===== config.mk =====
export PLATFORM = sky130hd
export DESIGN_NAME = accl_pair_scheduler
export DESIGN_NICKNAME = d
export VERILOG_FILES = /design/src/rtl/nbody_pkg.sv /design/src/rtl/accl_tag_pipe.sv /design/src/rtl/accl_pair_scheduler.sv
export SDC_FILE = /design/constraint.sdc
export NUM_CORES = 2
export LEC_CHECK = 0
export CORE_MARGIN = 2
export CORE_UTILIZATION = 55
export DETAILED_ROUTE_END_ITERATION = 6
export DONT_BUFFER_PORTS = 1
export PLACE_DENSITY = 0.67
export SLEW_MARGIN = 20
export SYNTH_ARGS = -nofsm -noshare
export SYNTH_HDL_FRONTEND = slang
export SYNTH_SLANG_ARGS = --single-unit

===== constraint.sdc =====
create_clock -name clk -period 83.3 [get_ports clk]
set_input_delay 0 -clock clk [delete_from_list [all_inputs] [get_ports clk]]
set_output_delay 0 -clock clk [all_outputs]
set_load 0.02 [all_outputs]

===== src/rtl/nbody_pkg.sv =====
// ----------------------------------------------------------------------------
// nbody_pkg
// Shared constants and types for the pairwise-acceleration scheduler.
//   - FP operator latencies and the derived datapath / tag-pipe latencies
//   - sched_state_t : scheduler FSM states
//   - body_idx_t    : body index type (address width)
// ----------------------------------------------------------------------------
package nbody_pkg;

    localparam int MAX_BODIES   = 256;
    localparam int IDX_W        = $clog2(MAX_BODIES);

    localparam int MULT_TIME    = 11;
    localparam int ADD_TIME     = 20;
    localparam int INVSQRT_TIME = 27;
    localparam int RD_LAT       = 1;

    // Full datapath depth: one setup stage, two add/sub layers, five
    // multiply layers and the inverse square root.
    localparam int ACCL_LAT     = 1 + 2 * ADD_TIME + 5 * MULT_TIME + INVSQRT_TIME;

    // Issue-to-datapath-output distance: memory read plus datapath.
    localparam int TAG_LAT      = RD_LAT + ACCL_LAT;

    typedef enum logic [1:0] {
        IDLE  = 2'd0,
        RUN   = 2'd1,
        DRAIN = 2'd2,
        FIN   = 2'd3
    } sched_state_t;

    typedef logic [IDX_W-1:0] body_idx_t;

endpackage


===== src/rtl/accl_tag_pipe.sv =====
// ----------------------------------------------------------------------------
// accl_tag_pipe
// Fixed-depth shift register carrying {valid, idx, last} alongside the
// acceleration datapath so each result leaves tagged with its body index.
// Ports:
//   i_clk    in   1      clock
//   i_rst    in   1      asynchronous active-high reset
//   i_flush  in   1      synchronous clear of every valid bit
//   i_valid  in   1      tag entry valid (issue strobe)
//   i_idx    in   IDX_W  body i of the issued pair
//   i_last   in   1      issued pair has j = N-1
//   o_valid  out  1      tag emerging after DEPTH cycles
//   o_idx    out  IDX_W  body i of the emerging tag
//   o_last   out  1      last-j flag of the emerging tag
// ----------------------------------------------------------------------------
module accl_tag_pipe #(
    parameter int DEPTH = 124,
    parameter int IDX_W = 8
) (
    input  logic             i_clk,
    input  logic             i_rst,
    input  logic             i_flush,
    input  logic             i_valid,
    input  logic [IDX_W-1:0] i_idx,
    input  logic             i_last,
    output logic             o_valid,
    output logic [IDX_W-1:0] o_idx,
    output logic             o_last
);

    logic [DEPTH-1:0] r_valid;
    logic [DEPTH-1:0] r_last;
    logic [IDX_W-1:0] r_idx [DEPTH];

    // Valid bits: shifted every cycle, cleared by flush so flushed pairs vanish.
    always_ff @(posedge i_clk or posedge i_rst) begin
        if (i_rst) begin
            r_valid <= {DEPTH{1'b0}};
        end else if (i_flush) begin
            r_valid <= {DEPTH{1'b0}};
        end else begin
            r_valid <= {r_valid[DEPTH-2:0], i_valid};
        end
    end

    // Payload: shifted unconditionally; meaningless wherever valid is low.
    always_ff @(posedge i_clk or posedge i_rst) begin
        if (i_rst) begin
            r_last <= {DEPTH{1'b0}};
            for (int k = 0; k < DEPTH; k++) begin
                r_idx[k] <= {IDX_W{1'b0}};
            end
        end else begin
            r_last   <= {r_last[DEPTH-2:0], i_last};
            r_idx[0] <= i_idx;
            for (int k = 1; k < DEPTH; k++) begin
                r_idx[k] <= r_idx[k-1];
            end
        end
    end

    assign o_valid = r_valid[DEPTH-1];
    assign o_idx   = r_idx[DEPTH-1];
    assign o_last  = r_last[DEPTH-1];

endmodule


===== src/rtl/accl_pair_scheduler.sv =====
// ----------------------------------------------------------------------------
// accl_pair_scheduler
// Walks all N*N body pairs (i,j), one per cycle, into the body memory read
// ports feeding the pipelined acceleration datapath, and re-tags the datapath
// output into a result stream (body i, last-j flag) for the accumulator.
// Ports:
//   clk        in   1        clock
//   rst        in   1        asynchronous active-high reset
//   start      in   1        start pulse, honoured only when idle
//   n_bodies   in   IDX_W+1  body count N, sampled on an accepted start
//   abort      in   1        synchronous flush of the running pass
//   busy       out  1        pass in progress
//   done       out  1        one-cycle pass-complete pulse
//   rd_en      out  1        pair issue strobe to body memory
//   rd_addr_i  out  IDX_W    address of body i
//   rd_addr_j  out  IDX_W    address of body j
//   accl_ax    in   64       datapath x acceleration
//   accl_ay    in   64       datapath y acceleration
//   res_valid  out  1        result strobe (no backpressure)
//   res_body   out  IDX_W    body i of the result
//   res_last   out  1        result is the j = N-1 term for body i
//   res_ax     out  64       registered accl_ax
//   res_ay     out  64       registered accl_ay
// ----------------------------------------------------------------------------
module accl_pair_scheduler
    import nbody_pkg::*;
#(
    parameter int MAX_BODIES = nbody_pkg::MAX_BODIES,
    parameter int IDX_W      = $clog2(MAX_BODIES)
) (
    input  logic             clk,
    input  logic             rst,
    input  logic             start,
    input  logic [IDX_W:0]   n_bodies,
    input  logic             abort,
    output logic             busy,
    output logic             done,
    output logic             rd_en,
    output logic [IDX_W-1:0] rd_addr_i,
    output logic [IDX_W-1:0] rd_addr_j,
    input  logic [63:0]      accl_ax,
    input  logic [63:0]      accl_ay,
    output logic             res_valid,
    output logic [IDX_W-1:0] res_body,
    output logic             res_last,
    output logic [63:0]      res_ax,
    output logic [63:0]      res_ay
);

    localparam int             CNT_W   = $clog2(TAG_LAT + 1);
    localparam logic [IDX_W:0] IDX_ONE = {{IDX_W{1'b0}}, 1'b1};
    localparam logic [IDX_W:0] IDX_ZERO = {(IDX_W+1){1'b0}};
    localparam logic [CNT_W-1:0] CNT_ONE  = {{(CNT_W-1){1'b0}}, 1'b1};
    localparam logic [CNT_W-1:0] CNT_ZERO = {CNT_W{1'b0}};

    sched_state_t     r_state;
    sched_state_t     w_state_nxt;

    // i, j and N-1 carry one extra bit so N = MAX_BODIES compares cleanly.
    logic [IDX_W:0]   r_i;
    logic [IDX_W:0]   r_j;
    logic [IDX_W:0]   r_nm1;

    logic [CNT_W-1:0] r_outstanding;

    logic             r_busy;
    logic             r_done;
    logic             r_rd_en;
    logic             r_res_valid;
    logic [IDX_W-1:0] r_res_body;
    logic             r_res_last;
    logic [63:0]      r_res_ax;
    logic [63:0]      r_res_ay;

    logic             w_flush;
    logic             w_accept;
    logic             w_last_issue;
    logic             w_tag_valid;
    logic [IDX_W-1:0] w_tag_idx;
    logic             w_tag_last;

    // Abort only has an effect once a pass has left IDLE.
    assign w_flush      = abort && (r_state != IDLE);
    assign w_accept     = (r_state == IDLE) && start && !abort && (n_bodies != IDX_ZERO);
    assign w_last_issue = (r_i == r_nm1) && (r_j == r_nm1);

    // FSM state register.
    always_ff @(posedge clk or posedge rst) begin
        if (rst) begin
            r_state <= IDLE;
        end else begin
            r_state <= w_state_nxt;
        end
    end

    // FSM next-state logic.
    always_comb begin
        w_state_nxt = r_state;
        case (r_state)
            IDLE: begin
                if (start && !abort) begin
                    if (n_bodies == IDX_ZERO) begin
                        w_state_nxt = FIN;
                    end else begin
                        w_state_nxt = RUN;
                    end
                end else begin
                    w_state_nxt = IDLE;
                end
            end
            RUN: begin
                if (abort) begin
                    w_state_nxt = IDLE;
                end else if (w_last_issue) begin
                    w_state_nxt = DRAIN;
                end else begin
                    w_state_nxt = RUN;
                end
            end
            DRAIN: begin
                // The pair leaving the pipe last is in res_* this cycle, so
                // an empty pipe means the final result is being delivered now.
                if (abort) begin
                    w_state_nxt = IDLE;
                end else if (r_outstanding == CNT_ZERO) begin
                    w_state_nxt = FIN;
                end else begin
                    w_state_nxt = DRAIN;
                end
            end
            FIN: begin
                w_state_nxt = IDLE;
            end
            default: begin
                w_state_nxt = IDLE;
            end
        endcase
    end

    // Control outputs registered from the next state so they align with it.
    always_ff @(posedge clk or posedge rst) begin
        if (rst) begin
            r_busy  <= 1'b0;
            r_done  <= 1'b0;
            r_rd_en <= 1'b0;
        end else begin
            r_busy  <= (w_state_nxt != IDLE);
            r_done  <= (w_state_nxt == FIN);
            r_rd_en <= (w_state_nxt == RUN);
        end
    end

    // Pair counters: j is the inner loop, i advances when j wraps.
    always_ff @(posedge clk or posedge rst) begin
        if (rst) begin
            r_i   <= IDX_ZERO;
            r_j   <= IDX_ZERO;
            r_nm1 <= IDX_ZERO;
        end else if (w_flush) begin
            r_i <= IDX_ZERO;
            r_j <= IDX_ZERO;
        end else begin
            case (r_state)
                IDLE: begin
                    if (w_accept) begin
                        r_nm1 <= n_bodies - IDX_ONE;
                        r_i   <= IDX_ZERO;
                        r_j   <= IDX_ZERO;
                    end else begin
                        r_nm1 <= r_nm1;
                    end
                end
                RUN: begin
                    if (r_j == r_nm1) begin
                        r_j <= IDX_ZERO;
                        if (r_i == r_nm1) begin
                            r_i <= IDX_ZERO;
                        end else begin
                            r_i <= r_i + IDX_ONE;
                        end
                    end else begin
                        r_j <= r_j + IDX_ONE;
                    end
                end
                default: begin
                    r_i <= r_i;
                    r_j <= r_j;
                end
            endcase
        end
    end

    accl_tag_pipe #(
        .DEPTH (TAG_LAT),
        .IDX_W (IDX_W)
    ) u_tag_pipe (
        .i_clk   (clk),
        .i_rst   (rst),
        .i_flush (w_flush),
        .i_valid (r_rd_en),
        .i_idx   (r_i[IDX_W-1:0]),
        .i_last  (r_j == r_nm1),
        .o_valid (w_tag_valid),
        .o_idx   (w_tag_idx),
        .o_last  (w_tag_last)
    );

    // Pairs currently inside the tag pipe; zero marks the end of draining.
    always_ff @(posedge clk or posedge rst) begin
        if (rst) begin
            r_outstanding <= CNT_ZERO;
        end else if (w_flush) begin
            r_outstanding <= CNT_ZERO;
        end else begin
            case ({r_rd_en, w_tag_valid})
                2'b10:   r_outstanding <= r_outstanding + CNT_ONE;
                2'b01:   r_outstanding <= r_outstanding - CNT_ONE;
                default: r_outstanding <= r_outstanding;
            endcase
        end
    end

    // Result register: tag output paired with the datapath output.
    always_ff @(posedge clk or posedge rst) begin
        if (rst) begin
            r_res_valid <= 1'b0;
            r_res_body  <= {IDX_W{1'b0}};
            r_res_last  <= 1'b0;
            r_res_ax    <= 64'd0;
            r_res_ay    <= 64'd0;
        end else begin
            r_res_valid <= w_tag_valid && !w_flush;
            r_res_body  <= w_tag_idx;
            r_res_last  <= w_tag_valid && w_tag_last && !w_flush;
            r_res_ax    <= accl_ax;
            r_res_ay    <= accl_ay;
        end
    end

    assign busy      = r_busy;
    assign done      = r_done;
    assign rd_en     = r_rd_en;
    assign rd_addr_i = r_i[IDX_W-1:0];
    assign rd_addr_j = r_j[IDX_W-1:0];
    assign res_valid = r_res_valid;
    assign res_body  = r_res_body;
    assign res_last  = r_res_last;
    assign res_ax    = r_res_ax;
    assign res_ay    = r_res_ay;

endmodule


==> results.sh <==
export IMPL_crit_chain="dlygate4sd3_1 > dlygate4sd3_1 > inv_8 > buf_4 > buf_12 > buf_16 > buf_4 > buf_4"
export IMPL_cp_arrival_ns=5.38
export IMPL_yosys_top_cells_area="dfrtp_1 93%, and2_1 2.1%, buf_4 0.36%"
export IMPL_slowest_delay_ns=0.88
export IMPL_dr_total_vias=15300
export IMPL_grt_pass1_wl_um=110000
export IMPL_synth_top_area_cell="dfrtp_1"
export IMPL_rsz0062_at_grt="false"
export IMPL_worstPathRequired_ns=84.02
export IMPL_path_clk_slew_ns=0.07
export IMPL_antenna_found_initial=2
export IMPL_insertion_delay_ns=0.72
export IMPL_status="finished, final reports clean"
export IMPL_p_sw_mw=0.321
export IMPL_p_per_area_mw_per_mm2=30.2
export IMPL_ant_nets=0
export IMPL_slew_viol_final=0
export IMPL_worst_setup_path_type="in -> async"
export IMPL_gp_congestion=0.747
export IMPL_viasPerCell=4.81
export IMPL_drtIter0Drc=1048
export IMPL_regArea_mm2=0.0355
export IMPL_cts_sinks=1417
export IMPL_finalClockSkew_ns=0.0249
export IMPL_ys_flop_type="dfrtp_1"
export IMPL_syn2layout_area_growth_pct=22.1
export IMPL_synth_top_cell_area_share=0.934
export IMPL_crit_end="u_tag_pipe.r_idx[420]"
export IMPL_drc=0
export IMPL_cts_root_buf="clkbuf_16"
export IMPL_cap_violations=0
export IMPL_fin_crit_ns=4.66
export IMPL_placeableCoreArea_mm2=0.0685
export IMPL_endpoint_kind="asynchronous set/reset pin"
export IMPL_crit_start="rst"
export IMPL_antenna_cells=0
export IMPL_die_w_um=267
export IMPL_power_mw=1.40
export IMPL_worstMarginPinSlew_ns=0.941
export IMPL_hpwl_um=23300
export IMPL_crit_top_cell="buf_4"
export IMPL_r2r_start="r_state[0]"
export IMPL_ff2ff_setup_slack_ns=80.82
export IMPL_fin_nets=2354
export IMPL_async_reset_ff_frac=1.00
export IMPL_placement_rows=96
export IMPL_slew_headroom=0.373
export IMPL_synthCells=1801
export IMPL_synth_edf_count=0
export IMPL_cts_buffers=133
export IMPL_dieArea_mm2=0.0711
export IMPL_p_leak_nw=23.9
export IMPL_ir_worst_vdd_mv=0.0209
export IMPL_setup_violations=0
export IMPL_p_seq_frac=0.528
export IMPL_clock_path_buffers=3
export IMPL_avgSynthCellArea_um2=21.1
export IMPL_setup_tns_ns=0
export IMPL_fin_util=0.677
export IMPL_synth_area_mm2=0.0379
export IMPL_ys_types=50
export IMPL_syn_nets=1953
export IMPL_n_fill_cell=4050
export IMPL_drive_gt1_frac=0.103
export IMPL_cts_tree="built"
export IMPL_cp_slowest_cell="buf_4"
export IMPL_multiInputGateArea_mm2=0.00224
export IMPL_grt_use_total=0.209
export IMPL_synth_seq_area_share=0.934
export IMPL_p_int_mw=1.08
export IMPL_fin_crit_sh=0.0560
export IMPL_port_buffers=0
export IMPL_hp_start="n_bodies[1]"
export IMPL_die_height_um=267
export IMPL_hold_class="in -> reg"
export IMPL_timing_rr_end="r_nm1[0]"
export IMPL_cts_resized=0
export IMPL_grt_ovfl_total=0
export IMPL_yosysWarningCount=0
export IMPL_dr_pass1_iters=4
export IMPL_grt_pass1_vias=17900
export IMPL_hold_viol=0
export IMPL_htreeDepth=4
export IMPL_p_clk_frac=0.436
export IMPL_switching_share=0.229
export IMPL_comb_power_share=0.036
export IMPL_grt_max_degree=223
export IMPL_wl_per_cell_um=21.9
export IMPL_critPathLaunchType="input port"
export IMPL_reg2regPathDepth=5
export IMPL_start_util=0.554
export IMPL_pin_count=298
export IMPL_wl_um=69600
export IMPL_synth_seq_cells=1417
export IMPL_fmax_mhz=215
export IMPL_critPathMaxFanout=146
## worst min-delay path by stage
stage,to,slack [ns],cells past startpoint
floorplan,res_ax[0],0.03,0
global placement,res_ax[41],0.03,0
detailed placement,res_ax[5],0.03,0
CTS,r_nm1[1],0.14,4
global route,r_nm1[1],0.22,4
finish,r_nm1[1],0.20,4
## layer usage
layer | track usage | wire length (um)
met5 | 0 | 0
met4 | 0.0706 | 1670
met3 | 0.0460 | 2940
met2 | 0.355 | 37300
met1 | 0.270 | 27700
## final cells by class
| cell class | instances | area share |
|---|---|---|
| tap | 882 | 0.0238 |
| sequential | 1417 | 0.765 |
| clock inverter | 42 | 0.0109 |
| timing repair buffer | 302 | 0.0673 |
| multi-input combinational | 333 | 0.0483 |
| clock buffer | 186 | 0.0833 |
| inverter | 15 | 0.00138 |
## power by group through the flow
stage	logic [mW]	clock network, mW	registers [mW]
after floorplan	0.0317	0	0.746
after global placement	0.0341	0	0.749
after detailed placement	0.0359	0	0.750
after CTS	0.0498	0.623	0.740
after global routing	0.0577	0.659	0.742
final	0.0508	0.611	0.739
## layout by cell type (no fill, tap or decap), drive strengths merged, types with 7 or more instances in the layout
| cell | netlist | layout |
|---|---|---|
| nand3 | 11 | 11 |
| a21oi | 9 | 9 |
| inv | 15 | 22 |
| o22ai | 7 | 7 |
| ha | 10 | 10 |
| clkinv | 0 | 27 |
| dlygate4sd3 | 0 | 287 |
| o21ai | 21 | 21 |
| dfrtp | 1417 | 1417 |
| xor2 | 14 | 14 |
| clkbuf | 14 | 186 |
| xnor2 | 15 | 15 |
| nor3 | 8 | 8 |
| nand2 | 22 | 22 |
| nor2 | 18 | 18 |
| buf | 22 | 15 |
| and2 | 127 | 127 |
## worst max-delay path, delay by kind of cell
kind                   cells  cell delay [ns]
buffers and inverters      8             5.19
## cell families after synthesis
logic type | share of synthesized area
buffers and inverters | 0.00696
AOI/OAI and AO/OA | 0.0126
and+or+nand+nor | 0.0345
adders and majority gates | 0.00382
muxes | 0.00109
xor gates and xnor gates | 0.00669
DFF | 0.934
## sequential cells by signal (all words and copies together), names as in the netlist, 9 cells and up
name,cells
r_i,9
r_nm1,9
u_tag_pipe.r_idx,984
res_ay,64
r_j,9
u_tag_pipe.r_last,124
u_tag_pipe.r_valid,124
res_ax,64
## Yosys cell counts, types with 6 or more instances
cell,instances
dfrtp_1,1417
and2_1,127
nand2_1,21
buf_4,18
o21ai_0,18
nor2_1,17
inv_1,15
xnor2_1,15
clkbuf_1,14
xor2_1,14
ha_1,10
nand3_1,10
a21oi_1,9
nor3_1,8
o22ai_1,7
a21o_1,6
and3_1,6
nand2b_1,6
## repair_timing
item,in CTS,in global routing
hold buffers,287,0
buffers inserted,0,0
hold endpoints to repair,353,0
## through the flow
stage / hold WS [ns] / std cells / cell area [um2] / setup slack [ns]
after CTS: 0.140 / 3173 / 46200 / 78.53
after floorplan: 0.0314 / 1801 / 37900 / 43.34
final: 0.203 / 3177 / 46300 / 78.64
after detailed placement: 0.0315 / 2658 / 39000 / 78.95
after global placement: 0.0315 / 2658 / 39000 / 79.22
after global routing: 0.218 / 3177 / 46300 / 77.66
(Power assumes the default switching activity.)
